**src/rtl/wishbone_arbiter.sv**
```systemverilog
// wishbone_arbiter: shares one Wishbone slave among NUM_M masters.
// Round-robin (RR_MODE=1) or fixed-priority (RR_MODE=0) arbitration. A grant
// is held for the whole bus cycle, so bursts stay locked to one owner.
// Optional build macro WB_ARB_TIMEOUT_EN adds a stalled-slave watchdog:
// after TIMEOUT unacknowledged strobe cycles the owner receives a one-cycle
// m_err_o pulse and the slave bus is parked (ABORT) until the owner drops cyc.
module wishbone_arbiter #(
  parameter int NUM_M   = 2,
  parameter int AW      = 32,
  parameter int DW      = 32,
  parameter int RR_MODE = 1,
  parameter int TIMEOUT = 255
) (
  input  logic                      clk,
  input  logic                      rst,
  input  logic [NUM_M-1:0]          m_cyc_i,
  input  logic [NUM_M-1:0]          m_stb_i,
  input  logic [NUM_M-1:0]          m_we_i,
  input  logic [NUM_M*AW-1:0]       m_addr_i,
  input  logic [NUM_M*DW-1:0]       m_data_i,
  input  logic [NUM_M*(DW/8)-1:0]   m_sel_i,
  output logic [DW-1:0]             m_data_o,
  output logic [NUM_M-1:0]          m_ack_o,
  output logic [NUM_M-1:0]          m_err_o,
  output logic [NUM_M-1:0]          grant_o,
  output logic [AW-1:0]             s_addr_o,
  output logic [DW-1:0]             s_data_o,
  output logic [DW/8-1:0]           s_sel_o,
  output logic                      s_we_o,
  output logic                      s_stb_o,
  output logic                      s_cyc_o,
  input  logic [DW-1:0]             s_data_i,
  input  logic                      s_ack_i
);

  localparam int SW = DW / 8;
  localparam int IW = (NUM_M > 1) ? $clog2(NUM_M) : 1;

  // Reject configurations the arbiter was not built for.
  if (NUM_M < 2 || NUM_M > 8) begin : g_bad_num_m
    $error("wishbone_arbiter: NUM_M must be in 2..8");
  end
  if (TIMEOUT < 1) begin : g_bad_timeout
    $error("wishbone_arbiter: TIMEOUT must be at least 1");
  end

`ifdef WB_ARB_TIMEOUT_EN
  typedef enum logic [1:0] {IDLE = 2'd0, BUSY = 2'd1, ABORT = 2'd2} state_t;
  localparam int CW = $clog2(TIMEOUT + 1);
  logic [CW-1:0]    cnt_r;
  logic [NUM_M-1:0] err_r;
`else
  typedef enum logic [0:0] {IDLE = 1'b0, BUSY = 1'b1} state_t;
`endif

  state_t           state_r;
  logic [NUM_M-1:0] grant_r;
  logic [IW-1:0]    gidx_r;
  logic [IW-1:0]    ptr_r;
  logic [IW-1:0]    win_s;

  // Pointer value after releasing master g: the next index, wrapping to 0.
  function automatic logic [IW-1:0] next_ptr(input logic [IW-1:0] g);
    next_ptr = (int'(g) == NUM_M - 1) ? {IW{1'b0}} : g + 1'b1;
  endfunction

  // Pick the winner: scanning downward and overwriting leaves the first
  // requester in search order (from the pointer in RR mode, from 0 otherwise).
  always_comb begin
    int idx;
    win_s = {IW{1'b0}};
    idx   = 0;
    for (int i = NUM_M - 1; i >= 0; i--) begin
      if (RR_MODE != 0) begin
        idx = (int'(ptr_r) + i) % NUM_M;
      end else begin
        idx = i;
      end
      win_s = m_cyc_i[IW'(idx)] ? IW'(idx) : win_s;
    end
  end

  // Arbitration FSM: grant register, owner index, pointer and watchdog.
  always_ff @(posedge clk or posedge rst) begin
    if (rst) begin
      state_r <= IDLE;
      grant_r <= {NUM_M{1'b0}};
      gidx_r  <= {IW{1'b0}};
      ptr_r   <= {IW{1'b0}};
`ifdef WB_ARB_TIMEOUT_EN
      cnt_r   <= {CW{1'b0}};
      err_r   <= {NUM_M{1'b0}};
`endif
    end else begin
`ifdef WB_ARB_TIMEOUT_EN
      err_r <= {NUM_M{1'b0}};
`endif
      case (state_r)
        IDLE: begin
          if (|m_cyc_i) begin
            state_r <= BUSY;
            grant_r <= {{(NUM_M-1){1'b0}}, 1'b1} << win_s;
            gidx_r  <= win_s;
`ifdef WB_ARB_TIMEOUT_EN
            cnt_r   <= {CW{1'b0}};
`endif
          end
        end
        BUSY: begin
          if (!m_cyc_i[gidx_r]) begin
            state_r <= IDLE;
            grant_r <= {NUM_M{1'b0}};
            ptr_r   <= next_ptr(gidx_r);
          end
`ifdef WB_ARB_TIMEOUT_EN
          else if (s_ack_i) begin
            cnt_r <= {CW{1'b0}};
          end else if (s_stb_o) begin
            if (cnt_r == CW'(TIMEOUT - 1)) begin
              err_r   <= grant_r;
              state_r <= ABORT;
              cnt_r   <= {CW{1'b0}};
            end else begin
              cnt_r <= cnt_r + 1'b1;
            end
          end
`endif
        end
`ifdef WB_ARB_TIMEOUT_EN
        ABORT: begin
          if (!m_cyc_i[gidx_r]) begin
            state_r <= IDLE;
            grant_r <= {NUM_M{1'b0}};
            ptr_r   <= next_ptr(gidx_r);
          end
        end
`endif
        default: begin
          state_r <= IDLE;
          grant_r <= {NUM_M{1'b0}};
        end
      endcase
    end
  end

  // Connect the owner to the slave while BUSY; the bus is parked otherwise.
  always_comb begin
    s_cyc_o  = 1'b0;
    s_stb_o  = 1'b0;
    s_we_o   = 1'b0;
    s_addr_o = {AW{1'b0}};
    s_data_o = {DW{1'b0}};
    s_sel_o  = {SW{1'b0}};
    m_ack_o  = {NUM_M{1'b0}};
    if (state_r == BUSY) begin
      s_cyc_o  = m_cyc_i[gidx_r];
      s_stb_o  = m_stb_i[gidx_r];
      s_we_o   = m_we_i[gidx_r];
      s_addr_o = m_addr_i[int'(gidx_r)*AW +: AW];
      s_data_o = m_data_i[int'(gidx_r)*DW +: DW];
      s_sel_o  = m_sel_i[int'(gidx_r)*SW +: SW];
      // An ack without an active strobe belongs to no transfer.
      m_ack_o[gidx_r] = s_ack_i & m_stb_i[gidx_r];
    end else begin
      m_ack_o = {NUM_M{1'b0}};
    end
  end

  assign m_data_o = s_data_i;
  assign grant_o  = grant_r;
`ifdef WB_ARB_TIMEOUT_EN
  assign m_err_o  = err_r;
`else
  assign m_err_o  = {NUM_M{1'b0}};
`endif

endmodule

```
**config.mk**
```make
export PLATFORM = sky130hd
export DESIGN_NAME = wishbone_arbiter
export DESIGN_NICKNAME = d
export VERILOG_FILES = /design/src/rtl/wishbone_arbiter.sv
export SDC_FILE = /design/constraint.sdc
export NUM_CORES = 1
export LEC_CHECK = 0
export BUFFER_PORTS_ARGS = -buffer_cell sky130_fd_sc_hd__buf_4
export CAP_MARGIN = 20
export CORE_AREA = 2 2 110 112
export CTS_CLUSTER_DIAMETER = 100
export DETAILED_ROUTE_END_ITERATION = 12
export DIE_AREA = 0 0 112 114
export GPL_TIMING_DRIVEN = 0
export PLACE_DENSITY = 0.51
export SYNTH_ARGS = -nofsm -noshare
export SYNTH_HDL_FRONTEND = slang
export SYNTH_SLANG_ARGS = --single-unit
```
**constraint.sdc**
```tcl
create_clock -name clk -period 1 [get_ports clk]
set_input_delay 0.05 -clock clk [delete_from_list [all_inputs] [get_ports clk]]
set_output_delay 0.05 -clock clk [all_outputs]
set_load 0.01 [all_outputs]
```
-- Word-level counts from Yosys, hierarchy flattened
Index checks and enable logic that the tools add are counted.
- $add $sub $neg: 2
- multiply operators: 0
- div/mod/pow operators: 0
- order comparisons: 4
- eq/ne operators: 2
- shifts and indexed selects: 4
- muxes and demuxes: 28
- bitwise operators: 4
- reductions and logical operators: 5
- operators by type and width (operator ; count):
    64-bit by 7-bit indexed part select with 32-bit output ; 2
    32-bit 2-to-1 mux ; 2
    1-bit 2-to-1 mux ; 19
    8-bit by 4-bit indexed part select with 4-bit output ; 1
    1-bit by 3-bit < comparator with 1-bit output (second input constant) ; 2
    2-bit 2-to-1 mux ; 3
    2-bit AND reduction ; 3
    4-bit 2-to-1 mux ; 1
    2-bit inequality test (second input constant) ; 2
    2-bit case mux with 2 select lines ; 1
    1-bit adder (second input constant) ; 2
    2-bit AND ; 1
    1-bit by 2-bit < comparator with 1-bit output (second input constant) ; 1
    1-bit inverter ; 2
    1-bit case mux with 2 select lines ; 1
    2-bit OR reduction ; 1
    1-bit by 1-bit << shifter with 2-bit output (first input constant) ; 1
    1-bit AND ; 1
    1-bit demux with 1-bit select ; 1
    1-bit greater-or-equal comparator (second input constant) ; 1
    1-bit logical AND ; 1
- bits in registers: 5
- latch bits: 0
- RAM bits: 0
- bits in read-only memories: 0
- bits of input ports: 177
- output and inout port bits: 109
- logic and storage cells: 53
- memories: 0

-- Logic depth before layout (Yosys ltp)
- word-level depth: 9
- depth in mapped cells: 4
- gate-level depth less buffers: 3

-- Least setup slack after synthesis
No wires, ideal clock.
- path type: register to register
- from: register gidx_r
- to: register grant_r[1], in the netlist grant_o[1]
- setup time: 0.124 ns
- arrival: 0.973 ns
- required time: 0.876 ns
- setup slack: -0.097 ns
- stages on the path, launching flop included: 4
- buffers on the path: 0
- period minus slack after synthesis: 1.097 ns
- cell sequence: dfrtp_1 mux2i_1 nor2_1 a211o_1
- word-level cells in the longest chain between the ends: 4
- RTL lines (what ; line ; source):
    start, declared ; 58 ; logic [IW-1:0] gidx_r;
    start signal, assigned ; 88 ; gidx_r <= {IW{1'b0}};
    start signal, assigned ; 103 ; gidx_r <= win_s;
    1-bit 2-to-1 mux (not written as such) (2 in series) ; 110 ; if (!m_cyc_i[gidx_r]) begin
    2-bit inequality test (no source line) ; -- ;
    2-bit AND reduction (no source line) ; -- ;
    end signal, assigned ; 102 ; grant_r <= {{(NUM_M-1){1'b0}}, 1'b1} << win_s;
    end signal, assigned ; 112 ; grant_r <= {NUM_M{1'b0}};
    end signal, assigned ; 140 ; grant_r <= {NUM_M{1'b0}};
    end, declared ; 57 ; logic [NUM_M-1:0] grant_r;
Every way passes these cells. The select of a mux whose other input is x is not followed.
A chain may end at the register's enable or synchronous reset.

-- Worst setup path after layout
- from: register gidx_r
- to: output port s_data_o[20]
- word-level cells in the longest chain between the ends: 2
- RTL lines (what ; line ; source):
    64-bit by 7-bit indexed part select with 32-bit output ; 160 ; s_data_o = m_data_i[int'(gidx_r)*DW +: DW];
    32-bit 2-to-1 mux ; 155 ; if (state_r == BUSY) begin
    end, declared ; 27 ; output logic [DW-1:0] s_data_o,
Every way passes these cells.

==> metrics.txt <==
critical path, cell by cell buf_12 -> buf_12 -> mux2i_2 -> nor2_1 -> buf_4; Hold Crit Endpoint ptr_r; pin count of the biggest net entering global routing 11; Worst R2R Path Depth 6; critical path's top delay family buffers and inverters; # IOs around 290; number of global-route vias before repair 2202; Via Count 2400; CP required 0.95 ns; layout cells sized above 1 0.687; Cells after DPL 618; die width around 110 um; Post-Synthesis Cells 219; first-pass GRT wire length 10900 um; Antenna Cells 0; mapped cell area 1670 um2; worst hold start m_cyc_i[1]; std cell rows 40; 1st-iter DRT viols 65; Leak 0.00221 uW; FF+latch area 126 um2; register area share after synthesis 0.0748; DR pass1 iterations 4; Worst path max stage delay ~0.44 ns; vias per inst 3.81; grt total ovfl 0; most used cell, CP buf_12; unrepaired setup endpoints after global routing yes; Reg-to-Reg Start gidx_r; nets 661; Vert. Die Dim between 100 and 150 um; clk slew on worst S/H paths around 0.030 ns; final setup vio count 76; reg-to-reg endpoint grant_o[0]; WP data arrival 1.42 ns; WL final 7670 um; Syn Area/Cell 7.64 um2; Max FO, Critical Path 10; failing checks negative setup slack; Max Cap Violations 0; die area approximately 13000 um2; pre-CTS WS -0.320 ns; Unique masters post-synth 19; Clock Root Buffer clkbuf_16; PortBufs 251; Peak VDD IR between 0.0008 and 0.0009 V; Worst setup EP type primary output; Yosys reg bits 5; routability congestion estimate around 0.76; CTS H-tree lvls 1; WP buf/inv 3; DRC viols 0; Total Routing Usage GR 0.101; total CTS buffers 3; Layout Skew between 0.001 and 0.0015 ns; CP Launch Type flop; initial core utilization 0.143; part of the cycle the worst path needs 1.47; initial antenna violation count 0; area occupied by multi-input gates 1150 um2; Worst path slowest cell dfrtp_2; final hold vios 0; hold path depth 3; Filler Cell Count 1238; Fmax 680 MHz; class of the worst hold path input port to flop; Avg WL per Cell 12.2 um; Final WS setup -0.471 ns; Routed Antenna Nets 0; Total Power 7410 uW; Core ar. 11700 um2; DP Wirelength between 6000 and 7000 um; Clock Latency Late Sink 0.23 ns; Power Dens Cells 1850 nW/um2; TritonCTS clock tree yes; post-route insts no fill 630; Synthesis Warnings 0; status finished, violations left; max-slew violation count 0; Crit Path Category flop to primary output; Tmin final 1.47 ns; clock buffer depth 2; flop2flop setup slack -0.34 ns; CTS sink cnt 5; area grow syn2layout 139%
## metrics by stage
stage | cell area (um2) | hold WS [ns] | setup TNS, ns | util
global placement | 3750 | -0.0257 | -19.38 | 0.320
CTS | 3900 | 0.107 | -28.95 | 0.333
detailed placement | 3750 | -0.0199 | -19.58 | 0.320
floorplan | 1680 | -0.171 | -1.87 | -
global route | 4000 | 0.0834 | -35.83 | 0.341
finish | 4000 | 0.0649 | -30.26 | 0.341
## tightest hold or removal path: stages
cell and delay (ns):
buf_4 0.11, o21ai_2 0.05, o21ai_2 0.04
## registers in the layout, indices dropped and copies added, names as in the netlist
name	cells
gidx_r	1
grant_o	2
state_r	1
ptr_r	1
## Yosys cell counts
cell | number | area share
nand2_1 | 3 | 0.0067
nor3_2 | 1 | 0.0060
dfrtp_1 | 5 | 0.075
and3_1 | 1 | 0.0037
a21oi_2 | 1 | 0.0052
and2_1 | 1 | 0.0037
mux2i_1 | 70 | 0.42
buf_4 | 34 | 0.15
buf_12 | 8 | 0.096
buf_2 | 8 | 0.024
conb_1 | 1 | 0.0022
inv_2 | 1 | 0.0022
a211o_1 | 1 | 0.0052
nor2_1 | 75 | 0.17
o21ai_0 | 4 | 0.012
nand2b_2 | 1 | 0.0052
a21oi_1 | 1 | 0.0030
o21ba_2 | 1 | 0.0060
inv_1 | 2 | 0.0045
## power by group
| group | switching [uW] | internal, uW | total (uW) |
|---|---|---|---|
| Sequential | 87.0 | 293 | 380 |
| Combinational | 2730 | 3630 | 6370 |
| Clock | 130 | 528 | 658 |
## what timing repair did
action | 4_1_cts | 5_1_grt
pin swaps | 1 | 1
gates resized for setup | 13 | 16
cloned | 0 | 1
buffers inserted | 3 | 3
hold endpoints to repair | 5 | 0
setup endpoints to repair | 78 | 78
hold buffers | 1 | 0
## layout make-up
class / instances / area share
Multi-Input combinational cell: 162 / 0.288
Timing Repair Buffer: 259 / 0.493
Sequential cell: 5 / 0.0316
Inverter: 3 / 0.00407
Clock buffer: 4 / 0.0197
Tap cell: 147 / 0.0460
Buffer: 50 / 0.117
## worst max-delay path by stage
stage | endpoint | start | cells after the start | slack (ns)
after global routing | s_addr_o[21] | gidx_r | 5 | -0.51
after CTS | s_data_o[16] | gidx_r | 5 | -0.46
after floorplan | grant_o[1] | gidx_r | 3 | -0.08
after global placement | s_addr_o[31] | state_r | 5 | -0.30
after detailed placement | s_data_o[31] | state_r | 5 | -0.32
final | s_data_o[20] | gidx_r | 5 | -0.47
## logic make-up after synthesis
| group | count (synthesis) | share of synthesized area |
|---|---|---|
| other | 1 | 0.00224 |
| buffers and inverters | 53 | 0.279 |
| multiplexers | 70 | 0.419 |
| AO/OA/AOI/OAI | 8 | 0.0314 |
| AND/OR/NAND/NOR | 82 | 0.194 |
| flip-flops | 5 | 0.0748 |
## routing by layer
layer / global-route usage / vias to the layer above / part of all wire
met5: 0 / - / 0
met4: 0.0146 / 0 / 0.0072
met3: 0.0186 / 6 / 0.094
met2: 0.195 / 152 / 0.53
met1: 0.120 / 1027 / 0.37
li1: - / 1215 / -
## layout by cell type (no fill, tap or decap), types with 2 or more instances in the layout
cell type,n
conb_1,2
mux2i_1,62
buf_2,6
clkbuf_16,4
buf_12,8
nand2_1,2
nor2_2,2
mux2i_4,2
inv_1,2
buf_4,289
mux2i_2,6
nor2_1,73
buf_6,4
o21ai_2,3
dfrtp_1,4
(Power assumes the default switching activity.)
